$ cat src/rtl/des_pkg.sv
// Shared DES datapath constants and the output serializer state encoding.
package des_pkg;
  localparam int DES_BLOCK_W     = 64;
  localparam int DES_BLOCK_BYTES = 8;

  typedef enum logic {
    IDLE = 1'b0,
    SEND = 1'b1
  } ser_state_t;
endpackage

$ cat src/rtl/des_output_serializer.sv
// Captures a DES block on the rising edge of data_out and streams it MSB byte first, first byte valid one cycle after capture;
// holds tx_data/tx_valid while tx_ready is low. Optional tx_last framing output under DES_SER_LAST_FLAG_EN.
module des_output_serializer
  import des_pkg::*;
#(
  parameter int BYTES = DES_BLOCK_BYTES
) (
  input  logic                   clk,
  input  logic                   rst,
  input  logic                   data_out,
  input  logic [DES_BLOCK_W-1:0] des_result,
  output logic                   empty,
  output logic [7:0]             tx_data,
  output logic                   tx_valid,
  input  logic                   tx_ready,
`ifdef DES_SER_LAST_FLAG_EN
  output logic                   tx_last,
`endif
  output logic [7:0]             block_cnt
);

  localparam int CNT_W = $clog2(BYTES);

  ser_state_t             state;
  logic [DES_BLOCK_W-1:0] shift;
  logic [CNT_W-1:0]       byte_cnt;
  logic                   data_out_q;
  logic                   start;
  logic                   last_byte;

  assign start     = data_out & ~data_out_q;
  assign last_byte = (byte_cnt == CNT_W'(BYTES - 1));

  // Low in the very cycle data_out rises, so the controller cannot leave
  // DATA_READY before the block has been captured.
  assign empty   = (state == IDLE) & ~start;
  assign tx_data = shift[DES_BLOCK_W-1 -: 8];

`ifdef DES_SER_LAST_FLAG_EN
  assign tx_last = tx_valid & last_byte;
`endif

  always_ff @(posedge clk) begin
    if (rst) begin
      state      <= IDLE;
      shift      <= '0;
      byte_cnt   <= '0;
      data_out_q <= 1'b0;
      tx_valid   <= 1'b0;
      block_cnt  <= 8'd0;
    end else begin
      data_out_q <= data_out;
      case (state)
        IDLE: begin
          if (start) begin
            shift    <= des_result;
            byte_cnt <= '0;
            tx_valid <= 1'b1;
            state    <= SEND;
          end
        end
        SEND: begin
          // data_out is deliberately ignored here: a started block always drains fully.
          if (tx_ready) begin
            shift    <= {shift[DES_BLOCK_W-9:0], 8'h00};
            byte_cnt <= byte_cnt + 1'b1;
            if (last_byte) begin
              tx_valid  <= 1'b0;
              block_cnt <= block_cnt + 8'd1;
              state     <= IDLE;
            end
          end
        end
        default: state <= IDLE;
      endcase
    end
  end

endmodule
$ cat config.mk
export PLATFORM = sky130hd
export DESIGN_NAME = des_output_serializer
export DESIGN_NICKNAME = d
export VERILOG_FILES = /design/src/rtl/des_pkg.sv /design/src/rtl/des_output_serializer.sv
export SDC_FILE = /design/constraint.sdc
export NUM_CORES = 1
export LEC_CHECK = 0
export CAP_MARGIN = 5
export CORE_MARGIN = 2
export CORE_UTILIZATION = 54
export CTS_CLUSTER_SIZE = 30
export DETAILED_ROUTE_END_ITERATION = 12
export GPL_TIMING_DRIVEN = 0
export PLACE_DENSITY = 0.95
export SETUP_SLACK_MARGIN = 0.05
export SLEW_MARGIN = 15
export SYNTH_ARGS = -nofsm -noshare
export SYNTH_HDL_FRONTEND = slang
export SYNTH_SLANG_ARGS = --single-unit
$ cat constraint.sdc
create_clock -name clk -period 3.6 [get_ports clk]
set_clock_uncertainty 0.05 [all_clocks]
set_input_delay 0.72 -clock clk [delete_from_list [all_inputs] [get_ports clk]]
set_output_delay 0.72 -clock clk [all_outputs]
set_load 0.02 [all_outputs]
# ---- Word-level counts from Yosys, hierarchy flattened
# Cells that the tools add are included.
dict set report totals {
  ff_bits 78
  input_bits 68
  ramBits 0
  mem_count 0
  rom_bits 0
  out_inout_bits 18
  latch_bits 0
}
dict set report op_classes {
  reduce_logical 3
  eq_ne 4
  n_mux 14
  shifts 0
  bitwise 5
  n_lt_le_gt_ge 0
  multipliers 0
  addsub 2
  n_div 0
}
# operator count
set ops {}
lappend ops {{2-to-1 mux 64 bit} 2}
lappend ops {{one-hot mux 64 bit (2 select lines)} 1}
lappend ops {{adder 8 x 1 -> 8 bit, second input constant} 1}
lappend ops {{2-to-1 mux 1 bit} 6}
lappend ops {{2-to-1 mux 3 bit} 2}
lappend ops {{one-hot mux 3 bit (2 select lines)} 1}
lappend ops {{AND reduction 3 bit} 2}
lappend ops {{inequality test 2 bit, second input constant} 2}
lappend ops {{one-hot mux 1 bit (2 select lines)} 2}
lappend ops {{adder 3 x 1 -> 3 bit, second input constant} 1}
lappend ops {{== test 3 bit, second input constant} 1}
lappend ops {{NOT 1 bit} 3}
lappend ops {{AND 1 bit} 2}
lappend ops {{inequality test 2 x 1 -> 1 bit, second input constant} 1}
lappend ops {{AND reduction 2 bit} 1}

# ---- Logic depth before layout (Yosys ltp)
dict set report depth {
  word_depth 4
  depth_mapped 6
  ltp_nobuf 5
}

# ---- Worst setup path after synthesis
# OpenSTA, ideal clock, no wires.
dict set report synth_timing {
  kind {register -> output}
  startpoint {register state}
  endpoint {output port empty}
  stages_incl_launch_ff 5
  arrival_ps 1163
  n_path_buf 3
  t_required_ps 2830
  slack_ps 1667
  cell_sequence {dfxtp_1 > buf_6 > buf_4 > buf_4 > a21oi_1}
}
dict set report synth_via {
  elab_chain_cells 2
}
# element line
set synth_lines {}
lappend synth_lines {{start: declaration} des_output_serializer.sv:24} ;# ser_state_t state;
lappend synth_lines {{start signal: assignment} des_output_serializer.sv:45} ;# state <= IDLE;
lappend synth_lines {{start signal: assignment} des_output_serializer.sv:59} ;# state <= SEND;
lappend synth_lines {{start signal: assignment} des_output_serializer.sv:70} ;# state <= IDLE;
lappend synth_lines {{NOT 1 bit} --}
lappend synth_lines {{AND 1 bit} des_output_serializer.sv:36} ;# assign empty = (state == IDLE) & ~start;
lappend synth_lines {{end: declaration} des_output_serializer.sv:12} ;# output logic empty,
# Every way passes these cells.

# ---- Worst setup path in the final report
dict set report layout_timing {
  startpoint {input port data_out}
  endpoint {output port empty}
}
dict set report layout_via {
  elab_chain_cells 3
}
# element line
set layout_lines {}
lappend layout_lines {{start: declaration} des_output_serializer.sv:10} ;# input logic data_out,
lappend layout_lines {{AND 1 bit} des_output_serializer.sv:31} ;# assign start = data_out & ~data_out_q;
lappend layout_lines {{NOT 1 bit} des_output_serializer.sv:36}
lappend layout_lines {{AND 1 bit} des_output_serializer.sv:36}
# Every way passes these cells.

==> flow_metrics.tcl <==
set metrics [dict create \
    routedWlPerCell_um 16.2 \
    overflow 0 \
    slowest_delay_ns 0.64 \
    worstSetupEndpointType "primary output" \
    n_fill_cell 467 \
    core_um2 6420 \
    rsz0062_at_grt "false" \
    fp.dieArea_um2 7430 \
    worst_pin_slew_ns 0.704 \
    setup-tns-final_ns 0 \
    netlist_top_cells_area "dfxtp_1 43%, mux2i_1 15%, nor3_1 7.7%" \
    outcome "complete, no violations" \
    drive_above_1_share 0.149 \
    synth_top_cell_by_area "dfxtp_1" \
    nNetsFinal 535 \
    synth_cell_types 29 \
    clockBufferDepth 2 \
    synth_top_flop_cell "dfxtp_1" \
    clock.fmax_ghz 0.356 \
    synth-seq-cells 78 \
    dp_hpwl_mm 6.70 \
    grt_pass1_wl_mm 14.8 \
    async_flop_share 0 \
    grt_start_max_net_pins 13 \
    yosysWarnings 0 \
    io_buffers 84 \
    yosys-top-cells-count "78 x dfxtp_1, 56 x mux2i_1, 56 x nor3_1" \
    die_h_um 86.2 \
    worst_slack_ns 0.793 \
    rows 29 \
    syn_area_per_cell_um2 9.88 \
    place.gp.congestion 0.849 \
    slew_headroom 0.531 \
    crit_family "buffers and inverters" \
    ant_nets 0 \
    vias 3141 \
    cts_inserted_buffers 9 \
    crit_path_max_fanout 4 \
    fin_crit_sh 0.780 \
    start_util 0.568 \
    cts_tree "done" \
    setup_viol 0 \
    crit_required_ns 2.83 \
    synth_edf_count 0 \
    slew_viol_final 0 \
    hold_buffers 0 \
    place_ws_ns 0.794 \
    maxCapViolations 0 \
    cp_num_cells 3 \
    clk_pin_slew_ns 0.07 \
    cts_setup_buffers 0 \
    comb_power_share 0.200 \
    arrival_ns 2.04 \
    worst-path-buf-inv 2 \
    synth_xor_area_frac 0.00480 \
    cp-start-kind "primary input" \
    path_common_cell "clkdlybuf4s50_1" \
    cts-root-buf "clkbuf_8" \
    drtIter0Drc 183 \
    synthSimpleGateAreaFrac 0.148 \
    hold_path_class "flip-flop to flip-flop" \
    ctsResizeCount 0 \
    htree_levels 3 \
    p_switching_mw 0.563 \
    seqPwrFrac 0.446 \
    worstPathCellList "clkdlybuf4s50_1, a21oi_1, clkdlybuf4s50_1" \
    yosys.area_share.adder 0.0103 \
    clock_latency_ns 0.36 \
    drt-pass1-iter-count 5 \
    synthMuxAreaShare 0.154 \
    ir_worst_vdd_v 0.000293 \
    swShare 0.257 \
    synth_top_family_by_area "compound AO/OA/AOI/OAI gates" \
    via_per_inst 5.75 \
    yosys.area.top_type_share 0.428 \
    finalHoldViolCount 0 \
    yosysMostFrequentCell "dfxtp_1" \
    netlist_area_um2 3650 \
    drc_errors 0 \
    ios 86 \
    drt-total-wl_mm 8.87 \
    synth-seq-area-share 0.428 \
    synth_nets 440 \
    intPower_mw 1.62 \
    syn2layout_area_growth_pct 32.0 \
    clkPwrFrac 0.353 \
    die-width_um 86.2 \
    diodes 0 \
    antenna_found_initial 0 \
    hold_path_depth 2 \
    synth_compound_area_frac 0.178 \
    slowest_stage "clkdlybuf4s50_1" \
    period_needed_ns 2.81 \
    cts_sinks 78 \
    worst-setup-path-type "primary input to primary output" \
    grt_usage 0.250 \
    reg2regPathDepth 5 \
    syn_inst 369 \
    first_global_vias 3272 \
    p_per_area_nw_per_um2 454 \
    p_leak_nw 1.77 \
]
[through the flow]
stage                     power, mW  area, um^2  instances  utilization  hold slack [ns]
final                          2.19        4810        546        0.749            0.427
after CTS                      2.19        4810        546        0.749            0.428
after detailed placement       1.43        4580        530        0.714            0.418
after global placement         1.41        4580        530        0.714            0.406
after floorplan                1.27        3650        369            -            0.398
after global routing           2.26        4810        546        0.749            0.450
[power by group through the flow]
| stage | logic (mW) | clock network (mW) | registers (mW) |
|---|---|---|---|
| 3_3_place_gp | 0.423 | 0 | 0.991 |
| 5_1_grt | 0.475 | 0.805 | 0.984 |
| 2_1_floorplan | 0.286 | 0 | 0.984 |
| 6_report | 0.438 | 0.772 | 0.976 |
| 3_5_place_dp | 0.437 | 0 | 0.996 |
| 4_1_cts | 0.440 | 0.772 | 0.976 |
[layer usage]
layer,part of all wire,vias to the layer above,global-route usage
met5,0,-,0
met4,0.018,0,0.0866
met3,0.052,18,0.0533
met2,0.50,91,0.457
met1,0.43,1479,0.287
li1,-,1553,-
[layout by cell type, fill, tap and decap left out]
cell type,count
nand4_4,1
a211oi_2,20
bufinv_16,3
mux2i_1,56
a21oi_1,19
buf_2,15
buf_6,4
or4_1,3
dfxtp_1,78
nor3_1,56
or3_1,2
xor2_1,2
nor3b_2,1
nor2b_1,1
and2_1,1
o31ai_1,3
clkinv_2,1
buf_1,1
or3b_4,1
nand2b_1,1
nor2_1,3
clkdlybuf4s50_1,84
nor3b_1,1
a211oi_1,36
nand3_1,13
inv_1,1
ha_1,3
o21ai_1,2
buf_4,15
nand2_1,17
nand4_1,2
clkbuf_8,9
clkbuf_1,14
[registers in the layout (all words and copies together) (netlist names)]
signal / cells
block_cnt: 8
data_out_q: 1
tx_valid: 1
shift: 64
state: 1
byte_cnt: 3
[worst min-delay path: stages (launching register included)]
cell and delay, ns:
dfxtp_1 0.32, nand3_1 0.06, a21oi_1 0.06
[area by class of cell]
| cell class | count | area [um^2] | area share |
|---|---|---|---|
| Tap cell | 77 | 96.3 | 0.0200 |
| Buffer | 46 | 278 | 0.0577 |
| Clock buffer | 12 | 135 | 0.0281 |
| Sequential cell | 78 | 1560 | 0.324 |
| Timing Repair Buffer | 84 | 841 | 0.175 |
| Clock inverter | 4 | 95.1 | 0.0198 |
| Multi-Input combinational cell | 244 | 1800 | 0.375 |
| Inverter | 1 | 3.75 | 0.000780 |
[final timing paths]
path / from / to / slack [ns]
max: data_out / empty / 0.79
min: shift[5] / shift[5] / 0.43
max reg2reg: byte_cnt[0] / block_cnt[6] / 1.85
min reg2reg: shift[5] / shift[5] / 0.43
[logic make-up after synthesis]
kind of cell / after synthesis
compound gates: 80
xor+xnor: 2
fa+ha+maj: 3
buf+inv: 47
flops: 78
mux: 56
simple gates: 103
No activity file was read; power rests on OpenSTA's default activity.
